**src/rtl/barrett_pkg.sv**
```systemverilog
// Shared constants and elaboration helpers for the pipelined Barrett reducer.
// The optional statistics counters are enabled by defining BARRETT_STATS_EN.
package barrett_pkg;

    localparam int Q_DEFAULT          = 2273;
    localparam int K_DEFAULT          = 12;
    localparam int TAG_W_DEFAULT      = 4;
    localparam int CORR_STEPS_DEFAULT = 3;

    localparam int DIN_W = 2 * K_DEFAULT;
    localparam int R0_W  = K_DEFAULT + 2;

    typedef enum logic [1:0] {
        CHK_OK      = 2'd0,
        CHK_Q_RANGE = 2'd1,
        CHK_Q_EVEN  = 2'd2,
        CHK_STEPS   = 2'd3
    } barrett_chk_e;

    function automatic longint barrett_mu(input int q, input int k);
        return (longint'(1) << (2 * k)) / longint'(q);
    endfunction

    function automatic int barrett_din_w(input int k);
        return 2 * k;
    endfunction

    function automatic int barrett_r0_w(input int k);
        return k + 2;
    endfunction

    // Q must sit strictly between 2^(K-1) and 2^K so that MU fits in K+1 bits.
    function automatic barrett_chk_e barrett_check(input int q, input int k, input int steps);
        if (!((q > (1 << (k - 1))) && (q < (1 << k))))
            return CHK_Q_RANGE;
        if ((q % 2) == 0)
            return CHK_Q_EVEN;
        if (steps < 1)
            return CHK_STEPS;
        return CHK_OK;
    endfunction

    localparam barrett_chk_e DEFAULT_CHK =
        barrett_check(Q_DEFAULT, K_DEFAULT, CORR_STEPS_DEFAULT);

endpackage

```
**src/rtl/barrett_cond_sub.sv**
```systemverilog
// One combinational correction step of the Barrett reducer: r >= Q ? r - Q : r.
module barrett_cond_sub #(
    parameter int W = 14,
    parameter int Q = 2273
) (
    input  logic [W-1:0] i_r,
    output logic [W-1:0] o_r
);

    localparam logic [W-1:0] Q_W = W'(Q);

    logic w_ge;

    assign w_ge = (i_r >= Q_W);
    assign o_r  = w_ge ? (i_r - Q_W) : i_r;

endmodule

```
**src/rtl/barrett_reduce_pipe.sv**
```systemverilog
// Three-stage streaming Barrett reducer (din mod Q) with a tag sideband and global stall.
// Define BARRETT_STATS_EN to add the stat_done / stat_corr transfer counters.
module barrett_reduce_pipe
    import barrett_pkg::*;
#(
    parameter int Q          = 2273,
    parameter int K          = 12,
    parameter int TAG_W      = 4,
    parameter int CORR_STEPS = 3
) (
    input  logic                          clk,
    input  logic                          rst_n,
    input  logic                          in_valid,
    output logic                          in_ready,
    input  logic [barrett_din_w(K)-1:0]   in_data,
    input  logic [TAG_W-1:0]              in_tag,
    output logic                          out_valid,
    input  logic                          out_ready,
    output logic [K-1:0]                  out_data,
    output logic [TAG_W-1:0]              out_tag
`ifdef BARRETT_STATS_EN
    ,
    output logic [31:0]                   stat_done,
    output logic [31:0]                   stat_corr
`endif
);

    localparam int W_IN = barrett_din_w(K);
    localparam int W_P  = W_IN + 1;
    localparam int W_R0 = barrett_r0_w(K);

    localparam barrett_chk_e CFG_CHK = barrett_check(Q, K, CORR_STEPS);
    localparam logic [K:0]   MU_V    = (K + 1)'(barrett_mu(Q, K));

    if (CFG_CHK != CHK_OK) begin : g_bad_cfg
        $fatal(1, "barrett_reduce_pipe: illegal configuration Q=%0d K=%0d CORR_STEPS=%0d (code %0d)",
               Q, K, CORR_STEPS, CFG_CHK);
    end

    logic              w_adv;

    logic              r_v1;
    logic [W_IN-1:0]   r_a1;
    logic [W_P-1:0]    r_p1;
    logic [TAG_W-1:0]  r_tag1;

    logic              r_v2;
    logic [W_R0-1:0]   r_r0;
    logic [TAG_W-1:0]  r_tag2;

    logic              r_v3;
    logic [K-1:0]      r_out;
    logic [TAG_W-1:0]  r_tag3;

    logic [W_P-1:0]    w_p;
    logic [K:0]        w_t;
    logic [W_P-1:0]    w_tq;
    logic [W_P-1:0]    w_diff;
    logic [W_R0-1:0]   w_chain [CORR_STEPS+1];
    logic              w_unused_bits;

    // Every stage advances together; a full pipe only moves when the consumer takes a result.
    assign w_adv    = !r_v3 || out_ready;
    assign in_ready = w_adv;

    assign w_p    = W_P'(in_data[W_IN-1:K]) * W_P'(MU_V);
    assign w_t    = r_p1[W_P-1:K];
    assign w_tq   = W_P'(w_t) * W_P'(Q);
    // The true difference is below 4Q, so K+2 low bits carry it exactly.
    assign w_diff = W_P'(r_a1) - w_tq;

    assign w_chain[0] = r_r0;

    for (genvar g = 0; g < CORR_STEPS; g++) begin : g_corr
        barrett_cond_sub #(
            .W (W_R0),
            .Q (Q)
        ) u_cond_sub (
            .i_r (w_chain[g]),
            .o_r (w_chain[g+1])
        );
    end

    assign w_unused_bits = ^{w_diff[W_P-1:W_R0], r_p1[K-1:0], w_chain[CORR_STEPS][W_R0-1:K]};

    always_ff @(posedge clk or negedge rst_n) begin
        if (!rst_n) begin
            r_v1   <= 1'b0;
            r_a1   <= '0;
            r_p1   <= '0;
            r_tag1 <= '0;
        end else if (w_adv) begin
            r_v1   <= in_valid;
            r_a1   <= in_data;
            r_p1   <= w_p;
            r_tag1 <= in_tag;
        end
    end

    always_ff @(posedge clk or negedge rst_n) begin
        if (!rst_n) begin
            r_v2   <= 1'b0;
            r_r0   <= '0;
            r_tag2 <= '0;
        end else if (w_adv) begin
            r_v2   <= r_v1;
            r_r0   <= w_diff[W_R0-1:0];
            r_tag2 <= r_tag1;
        end
    end

    always_ff @(posedge clk or negedge rst_n) begin
        if (!rst_n) begin
            r_v3   <= 1'b0;
            r_out  <= '0;
            r_tag3 <= '0;
        end else if (w_adv) begin
            r_v3   <= r_v2;
            r_out  <= w_chain[CORR_STEPS][K-1:0];
            r_tag3 <= r_tag2;
        end
    end

    assign out_valid = r_v3;
    assign out_data  = r_out;
    assign out_tag   = r_tag3;

`ifdef BARRETT_STATS_EN
    logic        w_corr;
    logic        r_corr3;
    logic [31:0] r_stat_done;
    logic [31:0] r_stat_corr;

    // Two or more subtractions are needed exactly when the raw remainder reaches 2Q.
    assign w_corr = (r_r0 >= W_R0'(2 * Q));

    always_ff @(posedge clk or negedge rst_n) begin
        if (!rst_n) begin
            r_corr3 <= 1'b0;
        end else if (w_adv) begin
            r_corr3 <= w_corr;
        end
    end

    always_ff @(posedge clk or negedge rst_n) begin
        if (!rst_n) begin
            r_stat_done <= '0;
            r_stat_corr <= '0;
        end else if (r_v3 && out_ready) begin
            r_stat_done <= r_stat_done + 32'd1;
            if (r_corr3) begin
                r_stat_corr <= r_stat_corr + 32'd1;
            end
        end
    end

    assign stat_done = r_stat_done;
    assign stat_corr = r_stat_corr;
`endif

endmodule
```
**config.mk**
```make
export PLATFORM = sky130hd
export DESIGN_NAME = barrett_reduce_pipe
export DESIGN_NICKNAME = d
export VERILOG_FILES = /design/src/rtl/barrett_pkg.sv /design/src/rtl/barrett_cond_sub.sv /design/src/rtl/barrett_reduce_pipe.sv
export SDC_FILE = /design/constraint.sdc
export NUM_CORES = 1
export LEC_CHECK = 0
export CAP_MARGIN = 20
export CORE_ASPECT_RATIO = 2
export CORE_MARGIN = 1.5
export CORE_UTILIZATION = 55
export CTS_CLUSTER_SIZE = 30
export DETAILED_ROUTE_END_ITERATION = 8
export DONT_BUFFER_PORTS = 1
export PLACE_DENSITY_LB_ADDON = 0.1
export SLEW_MARGIN = 30
export SYNTH_ARGS = -nofsm -noshare
export SYNTH_HDL_FRONTEND = slang
export SYNTH_SLANG_ARGS = --single-unit
```
**constraint.sdc**
```tcl
create_clock -name clk -period 4.8 [get_ports clk]
set_input_delay 0.72 -clock clk [delete_from_list [all_inputs] [get_ports clk]]
set_output_delay 0.72 -clock clk [all_outputs]
set_load 0.01 [all_outputs]
```
==> results.json, run 1 <==
{
  "synthesis.nets": 1216,
  "r2r_cells": 20,
  "cts_num_sinks": 68,
  "ant_nets": 0,
  "synth_cell_types": 79,
  "crit_path_end_kind": "flip-flop",
  "root_buffer": "clkbuf_16",
  "cts-hold-fix-buffers": 0,
  "cts_tree": "yes",
  "crit_required_ns": 5.02,
  "ys_ff_latch": 68,
  "tightest_slew_ns": 0.910,
  "final_nets": 1259,
  "r2r_start": "r_r0[2]$_DFFE_PN0P_",
  "synth_cells": 976,
  "avgSynthCellArea_um2": 9.02,
  "yosysWarnings": 0,
  "fmax_mhz": 213,
  "numCtsBuffers": 9,
  "path_delay_family": "adder cells",
  "period_minus_slack_ns": 4.70,
  "grt_overflow": 0,
  "ys.flop_type": "dfrtp_1",
  "initial_core_util_pct": 56.1,
  "drt-vias-per-instance": 5.60,
  "seq_area_frac_synth_pct": 19.3,
  "path_common_cell": "fa_1",
  "num_vias": 6865,
  "syn-cell-area_um2": 8800,
  "cp_data_arrival_time_ns": 4.92,
  "reg2reg_slack_ns": 0.33,
  "setup_ws_ns": 0.102,
  "drc_errors": 0,
  "pre_cts_slack_ns": -0.275,
  "critPathSlowestCell": "fa_1",
  "finalClockSkew_ns": 0.00688,
  "numPortBuffers": 0,
  "grt_pass1_vias": 7496,
  "cap_violations": 0,
  "insertion_delay_ns": 0.35,
  "syn2layout_area_growth_pct": 11.4,
  "cp.depth": 19,
  "crit_path_max_fanout": 6,
  "status": "complete, no violations",
  "grt_max_degree": 69,
  "finalSetupViolations": 0,
  "gp_congestion": 0.915,
  "path_clk_slew_ns": 0.05,
  "first_iter_violations": 254,
  "synth_edf_count": 0,
  "crit_buf_inv": 5,
  "crit_chain": "fa_1 > inv_1 > fa_1 > fa_1 > inv_1 > fa_1 > inv_1 > fa_1 > inv_2 > ha_4 > and2_1 > o21ai_1 > o21ai_2 > buf_4 > or2_4 > a31o_4 > a21oi_2 > xor2_1 > a21oi_1",
  "dp_hpwl_um": 18000,
  "die_h_um": 182,
  "critical_path.startpoint_type": "primary input",
  "final_common_cell": "inv_1",
  "die_w_um": 92.5,
  "fp-row-count": 65,
  "hold_viol_final": 0,
  "boundaryPins": 50,
  "antenna_found_initial": 0,
  "core_um2": 15700,
  "slew-limit-headroom_pct": 39.4,
  "n_antenna_cell": 0,
  "track_usage_pct": 27.7,
  "async_flop_share_pct": 100,
  "final_cell_mix": "inv_1, ha_1, nand2_1, fa_1",
  "timing.rr.end": "out_data[0]$_DFFE_PN0P_",
  "wl_per_cell_um": 17.5,
  "rsz0062_at_grt": "true",
  "wirelength_um": 21400,
  "max_stage_delay_ns": 0.54,
  "final-max-slew-violation-count": 0,
  "post-route-period-util_pct": 97.9,
  "htreeDepth": 3,
  "cts_buffer_depth": 2,
  "first_pass_iters": 4,
  "crit_type": "primary input to flip-flop",
  "drive_gt1_share_pct": 14.1,
  "grt_pass1_wl_um": 35600,
  "die_area_um2": 16800,
  "hold_class": "primary input to async pin"
}
-- what timing repair did --
item,CTS,global route
setup buffers,0,1
resized for setup,0,19
hold endpoints to repair,0,0
endpoints found under the setup margin,0,16
-- flip-flops by register name, indices dropped and copies added (netlist names) --
name       flops
out_data      12
out_tag        4
out_valid      1
r_a1          13
r_p1          14
r_r0          14
r_tag1         4
r_tag2         4
r_v1           1
r_v2           1
-- worst register-to-register path, delay by kind of cell (launching register included) --
family,cells,cell delay (ns)
compound gates,6,0.88
xor+xnor,1,0.11
fa+ha+maj,2,0.44
buf+inv,2,0.32
flops,1,0.39
mux,1,0.39
simple gates,8,1.79
-- cell usage after synthesis, types with 5 or more instances --
library cell    n  area [um^2]
a211o_1         7         61.3
a21boi_0        5         37.5
a21o_1          7         52.6
a21oi_1        30          150
a31oi_1         7         43.8
a41oi_1         5         43.8
and3_1         11         68.8
buf_2          10         50.1
clkbuf_1       19         71.3
dfrtp_1        68         1700
fa_1           71         1420
ha_1          137         1710
inv_1         161          604
nand2_1       106          398
nand2b_1        7         43.8
nand3_1        22          110
nor2_1         48          180
nor2b_1         7         43.8
nor3_1         12         60.1
o211ai_1        5         37.5
o21a_1          5         37.5
o21ai_0        45          225
o31ai_1        10         75.1
or3_1           8         50.1
xnor2_1        30          263
xor2_1         30          263
-- layout make-up --
class	count	area (um^2)
clock inverters	6	63.8
clock buffers	10	229
repair buffers	68	510
multi-input cells	710	6440
fillers	1433	5890
flip-flops and latches	68	1700
well taps	201	251
inverters	162	608
-- logic make-up after synthesis --
family,Yosys count,synth area share [%]
adder cells (fa/ha/maj),208,35.6
AND/OR/NAND/NOR,256,14.0
buffers and inverters,198,8.84
flip-flops,68,19.3
XOR/XNOR,63,6.65
AO/OA/AOI/OAI,178,14.9
multiplexers,5,0.597
-- routing by layer --
layer	track usage (%)	vias to the layer above	share of wire, %
li1	-	3343	-
met1	23.6	3327	31
met2	57.7	131	61
met3	3.77	64	2.4
met4	15.0	0	6.0
met5	0	-	0
-- worst max path at each step --
stage	startpoint	to	slack, ns
2_1_floorplan	in_data[15]	r_p1[24]$_DFFE_PN0P_	-0.05
3_3_place_gp	in_data[15]	r_p1[23]$_DFFE_PN0P_	-0.22
3_5_place_dp	in_data[15]	r_p1[23]$_DFFE_PN0P_	-0.27
4_1_cts	in_data[15]	r_p1[23]$_DFFE_PN0P_	0.10
5_1_grt	in_data[20]	r_p1[21]$_DFFE_PN0P_	-0.03
6_report	in_data[15]	r_p1[21]$_DFFE_PN0P_	0.10
-- stage by stage --
step	TNS, ns	instance area [um^2]	utilization [%]	cells	hold WS [ns]
6_report	0	9800	62.5	1225	0.0670
5_1_grt	-0.0563	9800	62.5	1225	0.0538
4_1_cts	0	9750	62.1	1224	0.0570
3_5_place_dp	-1.01	9460	60.3	1208	0.425
3_3_place_gp	-0.693	9460	60.3	1208	0.426
2_1_floorplan	-0.0697	8870	-	976	0.424
Power of run 1 is not shown: default switching activity piles up to over one toggle a cycle in this logic, so the estimate is an artifact.
==> inputs of run 2 (changes only) <==
Settings changed: ABC_AREA from default to 1.
==> results.json, run 2 <==
{
  "cts_num_sinks": 68,
  "crit_buf_inv": 5,
  "num_vias": 7175,
  "final-max-slew-violation-count": 0,
  "critPathSlowestCell": "fa_1",
  "grt_max_degree": 69,
  "crit_path_end_kind": "flip-flop",
  "hold_class": "primary input to async pin",
  "grt_overflow": 0,
  "ff_latch_area_um2": 1700,
  "fmax_mhz": 214,
  "htreeDepth": 3,
  "finalClockSkew_ns": 0.00653,
  "path_delay_family": "adder cells",
  "pre_cts_slack_ns": -0.294,
  "post-route-period-util_pct": 97.6,
  "avgSynthCellArea_um2": 7.70,
  "die_area_um2": 16800,
  "first_iter_violations": 194,
  "cp_data_arrival_time_ns": 4.94,
  "boundaryPins": 50,
  "crit_required_ns": 5.06,
  "tightest_slew_ns": 0.586,
  "multiInputGateArea_um2": 6210,
  "core_um2": 15700,
  "finalNonFillerCells": 1394,
  "rsz0062_at_grt": "true",
  "initial_core_util_pct": 56.1,
  "yosysMostFrequentCell": "nand2_1",
  "dp_hpwl_um": 17100,
  "fp-row-count": 65,
  "critical_path.startpoint_type": "primary input",
  "ys_ff_latch": 68,
  "crit_type": "primary input to flip-flop",
  "insertion_delay_ns": 0.34,
  "first_pass_iters": 4,
  "crit_chain": "fa_1 > inv_2 > fa_1 > fa_1 > inv_2 > fa_1 > inv_1 > fa_1 > inv_2 > ha_4 > nand2_4 > inv_2 > nand2_2 > o211ai_1 > a21oi_2 > or2_4 > nand2_2 > nand3_2 > nand2_2 > nand4_1 > a21o_1 > a31oi_1",
  "setup_ws_ns": 0.118,
  "async_flop_share_pct": 100,
  "numCtsBuffers": 9,
  "fin_setup_tns_ns": 0,
  "antenna_found_initial": 0,
  "cts-hold-fix-buffers": 0,
  "ys_top_cells_by_area": "ha_1, dfrtp_1, fa_1",
  "cts_tree": "yes",
  "drc_errors": 0,
  "yosysWarnings": 0,
  "post-route-util_pct": 62.2,
  "yosysTopAreaCellShare_pct": 19.5,
  "synth_cells": 1145,
  "die_h_um": 182,
  "syn2layout_area_growth_pct": 10.9,
  "wirelength_um": 20300,
  "syn-cell-area_um2": 8810,
  "n_antenna_cell": 0,
  "cp.depth": 22,
  "cap_violations": 0,
  "synth_edf_count": 0,
  "wl_per_cell_um": 14.6,
  "yosys.area.top_type": "ha_1",
  "root_buffer": "clkbuf_16",
  "numPortBuffers": 0,
  "final_nets": 1428,
  "gp_congestion": 0.899,
  "slew-limit-headroom_pct": 60.6,
  "place_inst": 1372,
  "seq_area_frac_synth_pct": 19.3,
  "fillers": 1448,
  "status": "complete, no violations",
  "final_cell_mix": "nand2_1, inv_1, ha_1, fa_1, dfrtp_1",
  "r2r_start": "r_a1[3]$_DFFE_PN0P_",
  "max_stage_delay_ns": 0.53,
  "ant_nets": 0,
  "period_minus_slack_ns": 4.68,
  "reg2reg_slack_ns": 0.40,
  "crit_path_max_fanout": 6,
  "cts_buffer_depth": 2,
  "synthesis.nets": 1385,
  "path_clk_slew_ns": 0.06,
  "r2r_cells": 24,
  "drive_gt1_share_pct": 10.9,
  "die_w_um": 92.5,
  "drt-vias-per-instance": 5.15,
  "grt_pass1_vias": 7475,
  "synth_cell_types": 39,
  "timing.rr.end": "r_r0[13]$_DFFE_PN0P_",
  "largestRegisters": "r_p1 x14, r_r0 x14, r_a1 x13",
  "finalSetupViolations": 0,
  "path_common_cell": "fa_1",
  "ys.flop_type": "dfrtp_1",
  "grt_pass1_wl_um": 33500,
  "track_usage_pct": 25.6,
  "final_common_cell": "nand2_1",
  "hold_viol_final": 0,
  "synthTopCellsByCount": "nand2_1, inv_1, ha_1, fa_1, dfrtp_1"
}
## run 2: cell count changes in the layout (fill, tap and decap cells not counted), sizes merged, moves of 8 or more
cell   change
and3      -11
buf       -15
inv       +65
nand2    +216
nand3     +39
nand4     +20
nor2       +9
or3        -8
xnor2     -11
xor2      -12
## run 2: cell families after synthesis
| logic type | Yosys count | synth area share, % |
|---|---|---|
| xor+xnor | 40 | 3.98 |
| fa+ha+maj | 208 | 35.6 |
| buf+inv | 250 | 11.0 |
| simple gates | 478 | 23.6 |
| flops | 68 | 19.3 |
| compound gates | 101 | 6.59 |
## run 2: what timing repair did
action,in CTS,in global routing
setup endpoints to repair,0,12
buffers inserted,0,6
resized for setup,0,12
## run 2: per-layer routing
layer	vias up	track usage, %	part of all wire (%)
li1	3664	-	-
met1	3376	21.6	33
met2	85	54.9	61
met3	50	2.76	1.7
met4	0	11.9	3.7
met5	-	0	0
## run 2: area by class of cell
class,instances,share of cell area [%]
timing repair buffer,53,4.07
inverter,229,8.84
clock inverter,6,1.14
clock buffer,10,2.34
multi-input combinational,827,63.6
sequential,68,17.4
tap,201,2.57
## run 2: worst max-delay path by stage
stage,slack (ns),from,to
5_1_grt,-0.02,in_data[15],r_p1[24]$_DFFE_PN0P_
2_1_floorplan,-0.10,in_data[15],r_p1[24]$_DFFE_PN0P_
3_5_place_dp,-0.29,in_data[15],r_p1[24]$_DFFE_PN0P_
4_1_cts,0.05,in_data[15],r_p1[24]$_DFFE_PN0P_
3_3_place_gp,-0.23,in_data[15],r_p1[24]$_DFFE_PN0P_
6_report,0.12,in_data[15],r_p1[24]$_DFFE_PN0P_
## run 2: per-stage QoR
step / area, um^2 / hold WS, ns
global route: 9770 / 0.0606
CTS: 9690 / 0.0657
floorplan: 8850 / 0.420
detailed placement: 9350 / 0.425
global placement: 9350 / 0.426
finish: 9770 / 0.0763
Power of run 2 is left out for the same reason.
==> inputs of run 3 (changes only) <==
Settings changed: CELL_PAD_IN_SITES_DETAIL_PLACEMENT from default to 0, CELL_PAD_IN_SITES_GLOBAL_PLACEMENT from default to 2, CORE_UTILIZATION 55 to 36.
==> results.json, run 3 (same netlist as run 2, synthesis figures left out) <==
{
  "tightest_slew_ns": 0.627,
  "htreeDepth": 3,
  "post-route-period-util_pct": 97.9,
  "final-max-slew-violation-count": 0,
  "die_h_um": 224,
  "core_um2": 23900,
  "crit_path_max_fanout": 5,
  "ff_latch_area_um2": 1700,
  "die_w_um": 114,
  "path_clk_slew_ns": 0.06,
  "timing.rr.end": "r_r0[12]$_DFFE_PN0P_",
  "status": "complete, no violations",
  "root_buffer": "clkbuf_16",
  "drc_errors": 0,
  "numCtsBuffers": 9,
  "final_cell_mix": "nand2_1, inv_1, ha_1, fa_1, dfrtp_1",
  "rsz0062_at_grt": "true",
  "drive_gt1_share_pct": 11.7,
  "period_minus_slack_ns": 4.70,
  "syn2layout_area_growth_pct": 12.9,
  "cts_buffer_depth": 2,
  "multiInputGateArea_um2": 6230,
  "grt_pass1_wl_um": 38500,
  "grt_pass1_vias": 7536,
  "track_usage_pct": 20.3,
  "cts_tree": "yes",
  "wirelength_um": 24400,
  "final_common_cell": "nand2_1",
  "first_iter_violations": 274,
  "drt-vias-per-instance": 4.78,
  "grt_overflow": 0,
  "setup_ws_ns": 0.0986,
  "critical_path.startpoint_type": "primary input",
  "cts_num_sinks": 68,
  "fp-row-count": 80,
  "insertion_delay_ns": 0.35,
  "pre_cts_slack_ns": -0.328,
  "hold_viol_final": 0,
  "r2r_start": "r_p1[13]$_DFFE_PN0P_",
  "finalClockSkew_ns": 0.00892,
  "reg2reg_slack_ns": 0.48,
  "largestRegisters": "r_p1 x14, r_r0 x14, r_a1 x13",
  "grt_max_degree": 69,
  "die_area_um2": 25500,
  "numPortBuffers": 0,
  "dp_hpwl_um": 21300,
  "cp_data_arrival_time_ns": 4.96,
  "n_antenna_cell": 0,
  "antenna_found_initial": 0,
  "cap_violations": 0,
  "initial_core_util_pct": 36.8,
  "final_nets": 1436,
  "crit_path_end_kind": "flip-flop",
  "boundaryPins": 50,
  "ant_nets": 0,
  "hold_class": "primary input to async pin",
  "crit_required_ns": 5.06,
  "r2r_cells": 20,
  "crit_type": "primary input to flip-flop",
  "slew-limit-headroom_pct": 58.2,
  "num_vias": 7106,
  "finalSetupViolations": 0,
  "wl_per_cell_um": 16.4,
  "first_pass_iters": 4,
  "fmax_mhz": 213,
  "gp_congestion": 0.812,
  "fillers": 2540
}
run 3: layout make-up:
class	count	area share [%]
multi-input combinational	827	62.6
sequential	68	17.1
inverter	229	8.64
timing repair buffer	61	4.73
tap	287	3.61
clock buffer	9	2.26
clock inverter	7	0.994
run 3: stage by stage:
step	area (um^2)	cells	setup TNS [ns]	hold WS, ns	util [%]
final	9950	1488	0	0.0645	41.6
after global routing	9950	1488	-0.179	0.0456	41.6
after CTS	9890	1487	0	0.0433	41.4
after detailed placement	9570	1471	-1.31	0.426	40.0
after global placement	9570	1471	-1.07	0.426	40.0
after floorplan	8850	1145	-0.103	0.420	-
run 3: worst max path at each step:
| stage | startpoint | end | slack (ns) | cells after the start |
|---|---|---|---|---|
| after CTS | in_data[18] | r_p1[24]$_DFFE_PN0P_ | 0.03 | 22 |
| after floorplan | in_data[15] | r_p1[24]$_DFFE_PN0P_ | -0.10 | 22 |
| after global routing | in_data[17] | r_p1[24]$_DFFE_PN0P_ | -0.11 | 22 |
| after detailed placement | in_data[18] | r_p1[24]$_DFFE_PN0P_ | -0.33 | 22 |
| after global placement | in_data[18] | r_p1[24]$_DFFE_PN0P_ | -0.28 | 22 |
| final | in_data[17] | r_p1[24]$_DFFE_PN0P_ | 0.1 | 22 |
run 3: repair_timing:
action / in CTS / in global routing
resized for setup: 0 / 15
endpoints found under the setup margin: 0 / 7
hold buffers: 0 / 0
setup buffers: 0 / 1
run 3: critical path, cell delays in order:
cell and delay (ns):
fa_1 0.54, inv_2 0.04, fa_1 0.46, fa_1 0.48, inv_1 0.05, fa_1 0.47
inv_1 0.05, fa_1 0.54, inv_2 0.05, ha_4 0.28, nand2_4 0.05, inv_2 0.06
nand2_2 0.05, o211ai_1 0.21, a21oi_2 0.07, or2_4 0.25, nand2_4 0.06, nand3_2 0.06
nand2_2 0.07, nand4_1 0.10, a21o_1 0.18, a31oi_1 0.13
run 3: layer usage:
metal	GRT usage (%)	share of wire [%]
met4	11.8	5.9
met5	0	0
met1	15.9	30
met2	44.4	63
met3	2.34	1.7
Power of run 3 is left out for the same reason.
